**src/rtl/writeback_unit_pkg.sv**
```systemverilog
// Shared core definitions used by the write-back stage: datapath widths,
// load size encoding and the entry type buffered between execute and write-back.
package writeback_unit_pkg;

    localparam int XLEN    = 32;
    localparam int NB_REGS = 5;

    // Encoding 2'b11 is not named; consumers treat it as a full word.
    typedef enum logic [1:0] {
        SZ_B = 2'b00,
        SZ_H = 2'b01,
        SZ_W = 2'b10
    } mem_size_t;

    typedef struct packed {
        logic [NB_REGS-1:0] rd;
        logic [XLEN-1:0]    data;
    } wb_entry_t;

endpackage

```
**src/rtl/writeback_unit_fifo.sv**
```systemverilog
// Small synchronous FIFO of write-back entries. Besides the head it exposes the
// destination register of every occupied slot so the owner can flag read hazards.
module wb_fifo
    import writeback_unit_pkg::*;
#(
    parameter int DEPTH = 2
) (
    input  logic                            clk,
    input  logic                            reset_n,
    input  logic                            push_i,
    input  wb_entry_t                       push_entry_i,
    input  logic                            pop_i,
    output wb_entry_t                       head_o,
    output logic                            empty_o,
    output logic                            full_o,
    output logic [DEPTH-1:0]                valid_o,
    output logic [DEPTH-1:0][NB_REGS-1:0]   rd_o
);

    localparam int PTR_W = $clog2(DEPTH);
    localparam int CNT_W = PTR_W + 1;

    logic [PTR_W-1:0] wr_ptr_q, wr_ptr_d;
    logic [PTR_W-1:0] rd_ptr_q, rd_ptr_d;
    logic [CNT_W-1:0] count_q, count_d;
    wb_entry_t        mem_q [DEPTH];
    wb_entry_t        mem_d [DEPTH];
    logic [PTR_W-1:0] rel;

    // Next-state for pointers, occupancy and storage; DEPTH is a power of two so
    // pointer increments wrap on their own.
    always_comb begin
        // NOTE: every signal gets a default before any branch so no latch is inferred.
        wr_ptr_d = wr_ptr_q;
        rd_ptr_d = rd_ptr_q;
        count_d  = count_q;
        mem_d    = mem_q;
        if (push_i) begin
            mem_d[wr_ptr_q] = push_entry_i;
            wr_ptr_d        = wr_ptr_q + 1'b1;
        end
        if (pop_i) begin
            rd_ptr_d = rd_ptr_q + 1'b1;
        end
        case ({push_i, pop_i})
            2'b10:   count_d = count_q + 1'b1;
            2'b01:   count_d = count_q - 1'b1;
            default: count_d = count_q;
        endcase
    end

    // Control state: cleared asynchronously so a reset discards every queued entry.
    always_ff @(posedge clk or negedge reset_n) begin
        if (!reset_n) begin
            // NOTE: non-blocking assignments keep all flops updating from pre-edge values.
            wr_ptr_q <= '0;
            rd_ptr_q <= '0;
            count_q  <= '0;
        end else begin
            wr_ptr_q <= wr_ptr_d;
            rd_ptr_q <= rd_ptr_d;
            count_q  <= count_d;
        end
    end

    // Entry storage.
    always_ff @(posedge clk) begin
        // NOTE: storage has no reset; occupancy decides which slots are meaningful.
        mem_q <= mem_d;
    end

    // Slot i is occupied when its distance from the read pointer is below the count.
    always_comb begin
        rel = '0;
        for (int i = 0; i < DEPTH; i++) begin
            rel        = PTR_W'(i) - rd_ptr_q;
            valid_o[i] = {1'b0, rel} < count_q;
            rd_o[i]    = mem_q[i].rd;
        end
    end

    assign head_o  = mem_q[rd_ptr_q];
    assign empty_o = (count_q == '0);
    assign full_o  = (count_q == CNT_W'(DEPTH));

endmodule

```
**src/rtl/writeback_unit.sv**
```systemverilog
// Register-file write-port producer: loads take priority, execute results are
// buffered when they lose the port, and decode sees hazards for in-flight writes.
module writeback_unit
    import writeback_unit_pkg::*;
#(
    parameter int EXE_DEPTH = 2
) (
    input  logic               clk,
    input  logic               reset_n,
    input  logic               exe_valid_i,
    output logic               exe_ready_o,
    input  logic [NB_REGS-1:0] exe_rd_i,
    input  logic [XLEN-1:0]    exe_data_i,
    input  logic               mem_valid_i,
    input  logic [NB_REGS-1:0] mem_rd_i,
    input  logic [XLEN-1:0]    mem_data_i,
    input  logic [1:0]         mem_size_i,
    input  logic               mem_unsigned_i,
    input  logic [1:0]         mem_offset_i,
    input  logic [NB_REGS-1:0] rs1_adr_i,
    input  logic [NB_REGS-1:0] rs2_adr_i,
    output logic               rs1_hazard_o,
    output logic               rs2_hazard_o,
    output logic               write_valid_o,
    output logic [NB_REGS-1:0] write_adr_o,
    output logic [XLEN-1:0]    write_data_o
);

    logic                                 exe_fire;
    logic                                 fifo_push, fifo_pop;
    logic                                 fifo_empty, fifo_full;
    wb_entry_t                            fifo_head;
    logic [EXE_DEPTH-1:0]                 fifo_valid;
    logic [EXE_DEPTH-1:0][NB_REGS-1:0]    fifo_rd;
    logic [7:0]                           ld_byte;
    logic [15:0]                          ld_half;
    logic [XLEN-1:0]                      load_data;
    logic                                 sel_valid;
    wb_entry_t                            sel_entry;
    logic                                 write_valid_q, write_valid_d;
    logic [NB_REGS-1:0]                   write_adr_q, write_adr_d;
    logic [XLEN-1:0]                      write_data_q, write_data_d;

    assign exe_ready_o = !fifo_full;
    assign exe_fire    = exe_valid_i && exe_ready_o;

    wb_fifo #(
        .DEPTH        (EXE_DEPTH)
    ) u_exe_fifo (
        .clk          (clk),
        .reset_n      (reset_n),
        .push_i       (fifo_push),
        .push_entry_i ('{rd: exe_rd_i, data: exe_data_i}),
        .pop_i        (fifo_pop),
        .head_o       (fifo_head),
        .empty_o      (fifo_empty),
        .full_o       (fifo_full),
        .valid_o      (fifo_valid),
        .rd_o         (fifo_rd)
    );

    // Load formatting: pick the addressed byte/half and extend it to XLEN.
    always_comb begin
        ld_byte   = mem_data_i[{mem_offset_i, 3'b000} +: 8];
        ld_half   = mem_data_i[{mem_offset_i[1], 4'b0000} +: 16];
        load_data = mem_data_i;
        case (mem_size_i)
            SZ_B:    load_data = mem_unsigned_i ? {{(XLEN-8){1'b0}}, ld_byte}
                                                : {{(XLEN-8){ld_byte[7]}}, ld_byte};
            SZ_H:    load_data = mem_unsigned_i ? {{(XLEN-16){1'b0}}, ld_half}
                                                : {{(XLEN-16){ld_half[15]}}, ld_half};
            default: load_data = mem_data_i;
        endcase
    end

    // Port arbitration: load, then buffered result, then a bypassing execute result.
    // An execute transfer that does not win the port goes into the FIFO.
    always_comb begin
        fifo_push = 1'b0;
        fifo_pop  = 1'b0;
        sel_valid = 1'b0;
        sel_entry = '0;
        if (mem_valid_i) begin
            sel_valid = 1'b1;
            sel_entry = '{rd: mem_rd_i, data: load_data};
            fifo_push = exe_fire;
        end else if (!fifo_empty) begin
            sel_valid = 1'b1;
            sel_entry = fifo_head;
            fifo_pop  = 1'b1;
            fifo_push = exe_fire;
        end else if (exe_fire) begin
            sel_valid = 1'b1;
            sel_entry = '{rd: exe_rd_i, data: exe_data_i};
        end
    end

    // Next write: an x0 destination is consumed but never enables the write.
    always_comb begin
        write_valid_d = sel_valid && (sel_entry.rd != '0);
        write_adr_d   = sel_valid ? sel_entry.rd   : write_adr_q;
        write_data_d  = sel_valid ? sel_entry.data : write_data_q;
    end

    // Registered write port.
    always_ff @(posedge clk or negedge reset_n) begin
        if (!reset_n) begin
            write_valid_q <= 1'b0;
            write_adr_q   <= '0;
            write_data_q  <= '0;
        end else begin
            write_valid_q <= write_valid_d;
            write_adr_q   <= write_adr_d;
            write_data_q  <= write_data_d;
        end
    end

    assign write_valid_o = write_valid_q;
    assign write_adr_o   = write_adr_q;
    assign write_data_o  = write_data_q;

    // Read hazards: a source matches any queued, registered or arriving write.
    always_comb begin
        rs1_hazard_o = (write_valid_q && write_adr_q == rs1_adr_i)
                    || (exe_fire && exe_rd_i == rs1_adr_i)
                    || (mem_valid_i && mem_rd_i == rs1_adr_i);
        rs2_hazard_o = (write_valid_q && write_adr_q == rs2_adr_i)
                    || (exe_fire && exe_rd_i == rs2_adr_i)
                    || (mem_valid_i && mem_rd_i == rs2_adr_i);
        for (int i = 0; i < EXE_DEPTH; i++) begin
            if (fifo_valid[i] && fifo_rd[i] == rs1_adr_i) rs1_hazard_o = 1'b1;
            if (fifo_valid[i] && fifo_rd[i] == rs2_adr_i) rs2_hazard_o = 1'b1;
        end
        rs1_hazard_o = rs1_hazard_o && (rs1_adr_i != '0);
        rs2_hazard_o = rs2_hazard_o && (rs2_adr_i != '0);
    end

endmodule

```
**config.mk**
```make
export PLATFORM = sky130hd
export DESIGN_NAME = writeback_unit
export DESIGN_NICKNAME = d
export VERILOG_FILES = /design/src/rtl/writeback_unit_pkg.sv /design/src/rtl/writeback_unit_fifo.sv /design/src/rtl/writeback_unit.sv
export SDC_FILE = /design/constraint.sdc
export NUM_CORES = 1
export LEC_CHECK = 0
export ABC_CLOCK_PERIOD_IN_PS = 7100
export BUFFER_PORTS_ARGS = -buffer_cell sky130_fd_sc_hd__clkbuf_2
export CAP_MARGIN = 30
export CORE_AREA = 2 2 118 120
export DETAILED_ROUTE_END_ITERATION = 8
export DIE_AREA = 0 0 120 122
export GPL_ROUTABILITY_DRIVEN = 0
export PLACE_DENSITY = 0.8
export SLEW_MARGIN = 10
export SYNTH_ARGS = -nofsm -noshare
export SYNTH_HDL_FRONTEND = slang
export SYNTH_HIERARCHICAL = 1
export SYNTH_SLANG_ARGS = --single-unit
```
**constraint.sdc**
```tcl
create_clock -name clk -period 7.1 [get_ports clk]
set_input_delay 0.355 -clock clk [delete_from_list [all_inputs] [get_ports clk]]
set_output_delay 0.355 -clock clk [all_outputs]
set_load 0.02 [all_outputs]
```
# Word level (Yosys, flattened, before mapping)
# Index checks and enable logic that the tools add are counted.
# totals
register_bits	116
in_bits	93
out_inout_bits	41
elab_cells	89
# classes
n_addsub	6
order_cmp	5
eq_ne	14
shifts	2
n_mux	24
n_bitwise	2
reduce_logical	26
# op_table
operator	n
$mux W37	7
$bwmux W74	1
$mux W32	2
$pmux W32 S2	1
$eq A5 B5 Y1	10
$demux W37 S1	1
$shiftx A32 B6 Y16	1
$shiftx A32 B6 Y8	1
$logic_and A1 B1 Y1	15
$reduce_bool A5 Y1	3
$mux W1	11
$eq A2 B1 Y1 const B	2
$eq A2 B2 Y1 const B	2
$ge A2 B2 Y1 const B	2
$logic_not A2 Y1	2
$logic_or A1 B1 Y1	4
$lt A1 B2 Y1	2
$not A1 Y2	2
$pmux W2 S2	1
$add A1 B1 Y1 const B	2
$add A2 B1 Y2 const B	1
$lt A2 B1 Y1 const B	1
$reduce_bool A2 Y1	1
$sub A1 B1 Y1 const A	2
2 further kinds	2

# Logic depth before layout (Yosys ltp)
# depth
depth_word	9
ltp_mapped	10
mapped_depth_nobuf	8

# Cells and area by module
# The synthesis kept the hierarchy.
# by_module_without_submodules
mod	n_inst	cells_per_inst	area_per_inst_um2	seq_area_each_um2
writeback_unit	1	451	3357.0	950.9
wb_fifo	1	144	2951.6	2322.2

# Worst setup path after synthesis
# OpenSTA, ideal clock, no wires.
# synth_path
path_type	reg2reg
start	register u_exe_fifo.count_q[0]
end	register u_exe_fifo/mem_q[37] (netlist name), enable pin
setup_time_ns	0.431
arrival_time_ns	2.961
required_time_ns	6.669
path_slack_ns	3.708
path_stages_with_launch	8
n_path_buf	2
period_less_slack_ns	3.392
path_cell_list	dfrtp_1 and2b_2 nand2b_1 buf_2 clkbuf_1 nor2_1 inv_1 nor2_1
# synth_via
elab_chain_len	5
elab_cells_between_ends	6
cone_classes	1 x eq/ne; 2 x mux; 3 x reduce/logical
# synth_rtl
item	line	rtl
from (decl)	writeback_unit_fifo.sv:25	logic [CNT_W-1:0] count_q, count_d;
from (signal assigned)	writeback_unit_fifo.sv:62	count_q <= count_d;
$eq A2 B2 Y1 *	writeback_unit_fifo.sv:84	assign full_o = (count_q == CNT_W'(DEPTH));
named net fifo_full	writeback_unit.sv:31	logic fifo_empty, fifo_full;
$logic_not A1 Y1 *	writeback_unit.sv:44	assign exe_ready_o = !fifo_full;
$logic_and A1 B1 Y1 *	writeback_unit.sv:45	assign exe_fire = exe_valid_i && exe_ready_o;
$mux W1	writeback_unit.sv:87	end else if (!fifo_empty) begin
$mux W1 *	writeback_unit.sv:83	if (mem_valid_i) begin
named net fifo_push	writeback_unit.sv:30	logic fifo_push, fifo_pop;
to (signal assigned)	writeback_unit_fifo.sv:69	mem_q <= mem_d;
to (decl)	writeback_unit_fifo.sv:26	wb_entry_t mem_q [DEPTH];
# The timed path passes the listed nets; every way through them passes the cells marked *.
# A chain may end at the register's enable or synchronous reset.

# Final worst setup path
# layout_path
start	register u_exe_fifo.count_q[0]
end	output port rs2_hazard_o
# layout_via
elab_chain_len	9
elab_cells_between_ends	13
cone_classes	2 x order compare; 1 x eq/ne; 2 x mux; 8 x reduce/logical
# layout_rtl
item	line	rtl
$eq A2 B2 Y1	writeback_unit_fifo.sv:84	
named net fifo_full	writeback_unit.sv:31	
$logic_not A1 Y1	writeback_unit.sv:44	
$logic_and A1 B1 Y1	writeback_unit.sv:45	
$logic_and A1 B1 Y1	writeback_unit.sv:128	|| (exe_fire && exe_rd_i == rs2_adr_i)
$logic_or A1 B1 Y1	writeback_unit.sv:128	
$logic_or A1 B1 Y1	writeback_unit.sv:129	|| (mem_valid_i && mem_rd_i == rs2_adr_i);
$mux W1 (2 in a row)	writeback_unit.sv:132	if (fifo_valid[i] && fifo_rd[i] == rs2_adr_i) rs2_hazard_o = 1'b1;
$logic_and A1 B1 Y1	writeback_unit.sv:135	rs2_hazard_o = rs2_hazard_o && (rs2_adr_i != '0);
to (decl)	writeback_unit.sv:23	output logic rs2_hazard_o,
# The timed path passes the listed nets, and every way through them passes these cells.

==> summary.txt <==
Die
  • Chip width: 120 um
  • Core area: ~14000 um2
  • Starting Density: a little under half
  • Die area: roughly 15000 um2
  • Die H: 122 um
  • Site row count: between 40 and 50
  • IO Count: 134

Power
  • Worst VDD drop: between 150 and 200 uV
  • Logic pwr share: between 30% and 40%
  • Switching power of the nets: ~1000 uW
  • Total chip power: 2960 uW
  • Sw frac: 34.4%
  • Sequential power share: about a third
  • Pwr per Cell Area: between 300 and 400 nW/um2
  • Clock share of power: around 30%
  • LEAKAGE: between 0.003 and 0.004 uW
  • Power Internal: 1940 uW

CTS
  • CTS Hold Bufs: 0
  • CTS clk-pin slew, worst paths: ~60 ps
  • Post-CTS Resized: 0
  • Max clock buf depth: 2
  • CTS Root Cell: clkbuf_16
  • CTS Buf Count: 17
  • CTS tree: done
  • H-tree depth: 4
  • Setup Fix Bufs, Post-CTS: 0
  • Worst-Skew Late Latency: 410 ps
  • Clk sinks: 116

Drt
  • 1st-pass router iterations: 5
  • Drt initial violations: around 430
  • Final WL: 16500 um
  • Vias per inst: roughly 5.7
  • Detailed-route via count: 5051
  • Remaining antenna violation count: 0
  • Avg WL per Cell: approximately 18 um
  • DRC errors left: 0

STA
  • Final Hold Fails: 0
  • RSZ-0062 raised after global routing: no
  • Setup_tns: 0 ps
  • Min Hold Slack: about 32 ps
  • Worst slew pin tran: 744 ps
  • Max-slew headroom: about half
  • Tcrit/Tclk final: around two fifths
  • Max-slew violation total from the final report: 0
  • Fmax: between 0.3 and 0.4 GHz
  • Min Tclk post-route: ~2700 ps
  • Setup violators final: 0
  • Clock Skew: 11.0 ps

Status
  • Outcome: completed

Synthesis
  • Yosys reg bits: 116
  • Cell variety after synth: 38
  • Mean Syn Cell Area: about 11 um2
  • Ys Warns: 6
  • Net count after synthesis: around 700
  • Post-Syn Instances: 595
  • Most used DFF post-synth: edfxtp_1
  • Part of the Yosys area used for sequential elements: between 50% and 60%
  • Async SR Flop Fraction: a little over a third
  • Number of synthesized flops with an enable pin: 74
  • Synth Cell Area: about 6300 um2

Place
  • PortBufs: about 130
  • Dpl cells: between 800 and 900
  • Post-DP HPWL: 11300 um

Global routing
  • Initial antenna violation count: 0
  • Largest net degree at the start of global routing: between 70 and 80
  • Global route overflow: 0
  • Global-route wire length before repair: between 20000 and 30000 um
  • Gr usage total: a little under a quarter
  • Vias in the first global route: 4848

Layout
  • Area grow syn2layout: 21.1%
  • Share of layout cells above drive strength 1: 33.1%
  • Final Util: 56.6%
  • Commonest non-fill, non-tap cell in the layout: clkbuf_2
  • Finished Layout Cells: between 800 and 900
  • Layout Nets: around 790
  • Most frequent cells in the layout: clkbuf_2, nand2_1, edfxtp_1
  • Ant. Diodes: 0

Worst hold path
  • Worst hold path class: primary input to async pin

Critical path
  • Crit path DAT: 2380 ps
  • Crit path kind: flop to output pin
  • CP startpoint kind: flop
  • Worst reg2reg path depth: 7
  • CP required: just under 7000 ps
  • Worst Path Max Fanout: 36
  • Worst setup EP type: output pin

Job
  • Max_cap viols: 0
-- per-stage QoR --
step,setup WS (ps),cell area [um2]
finish,4360,7640
global route,4190,7640
CTS,4370,7610
detailed placement,4460,7000
global placement,4380,6970
floorplan,3710,6310
-- kinds of logic after synthesis --
kind of cell | synth area share (%)
flops | 51.9
mux | 11.2
compound gates | 10.8
fa+ha+maj | 0.198
simple gates | 13.3
buf+inv | 4.90
xor+xnor | 7.64
-- sequential cells by signal (all words and copies together), names as in the netlist --
name	cells
u_exe_fifo/rd_ptr_q	1
write_valid_o	1
u_exe_fifo/mem_q	64
u_exe_fifo/wr_ptr_q	1
u_exe_fifo/rd_o	10
write_adr_o	5
write_data_o	32
u_exe_fifo/count_q	2
-- power groups by stage --
stage / combinational [uW] / clock [uW] / sequential [uW]
floorplan: 685 / 0 / 1100
global placement: 991 / 0 / 1050
detailed placement: 1020 / 0 / 1050
CTS: 1030 / 896 / 1040
global route: 1140 / 931 / 1060
finish: 1040 / 885 / 1040
-- cells in the mapped netlist, types with 2 or more instances --
master	instances	share of area, %
a31oi_1	35	3.5
nor4_1	9	0.89
nand4_1	2	0.20
xor2_1	37	5.1
o21ai_0	14	1.1
clkbuf_1	25	1.5
buf_6	2	0.36
buf_4	15	1.8
or4_1	2	0.24
a21o_2	2	0.28
a21o_1	5	0.60
dfrtp_1	42	17
nor2b_1	8	0.79
nand2_1	94	5.6
nor2_1	71	4.2
edfxtp_1	74	35
mux4_2	8	2.9
nand3_1	10	0.79
a211oi_1	8	0.95
buf_2	10	0.79
buf_1	4	0.24
inv_1	4	0.24
a21oi_1	26	2.1
xnor2_1	18	2.5
o311ai_0	2	0.28
mux2_2	47	8.4
o22a_1	10	1.4
-- critical path: stages, from the launching register on --
cell      delay, ps
dfrtp_1         500
and2b_2         280
nand2b_1        140
buf_4           260
o311ai_0        400
o22a_1          220
clkbuf_2        170
-- layout make-up --
class	instances	area [um2]
repair buffers	142	766
clock buffers	20	457
multi-input cells	419	2750
clock inverters	12	160
inverters	4	15.0
fillers	1146	5860
well taps	180	225
flip-flops and latches	116	3270
-- path summary, 6_finish.rpt --
kind                                             from                   end  slack [ps]
worst max register to register  u_exe_fifo/count_q[0]  u_exe_fifo/mem_q[66]        4500
worst max-delay path            u_exe_fifo/count_q[0]          rs2_hazard_o        4360
worst min register to register       write_data_o[17]      write_data_o[17]         490
worst min-delay path                          reset_n   u_exe_fifo/wr_ptr_q          30
min in group clk                       exe_data_i[12]  u_exe_fifo/mem_q[12]         150
max in group asynchronous                     reset_n        write_adr_o[2]        6680
-- metal layers --
layer	global-route usage (%)	part of all wire (%)	wire length [um]	vias up
li1	-	-	-	2314
met1	29.0	40	6520	2409
met2	38.1	49	8030	304
met3	7.49	9.8	1620	24
met4	7.35	1.7	278	0
met5	0	0	0	-
No activity file was read; power rests on OpenSTA's default activity.
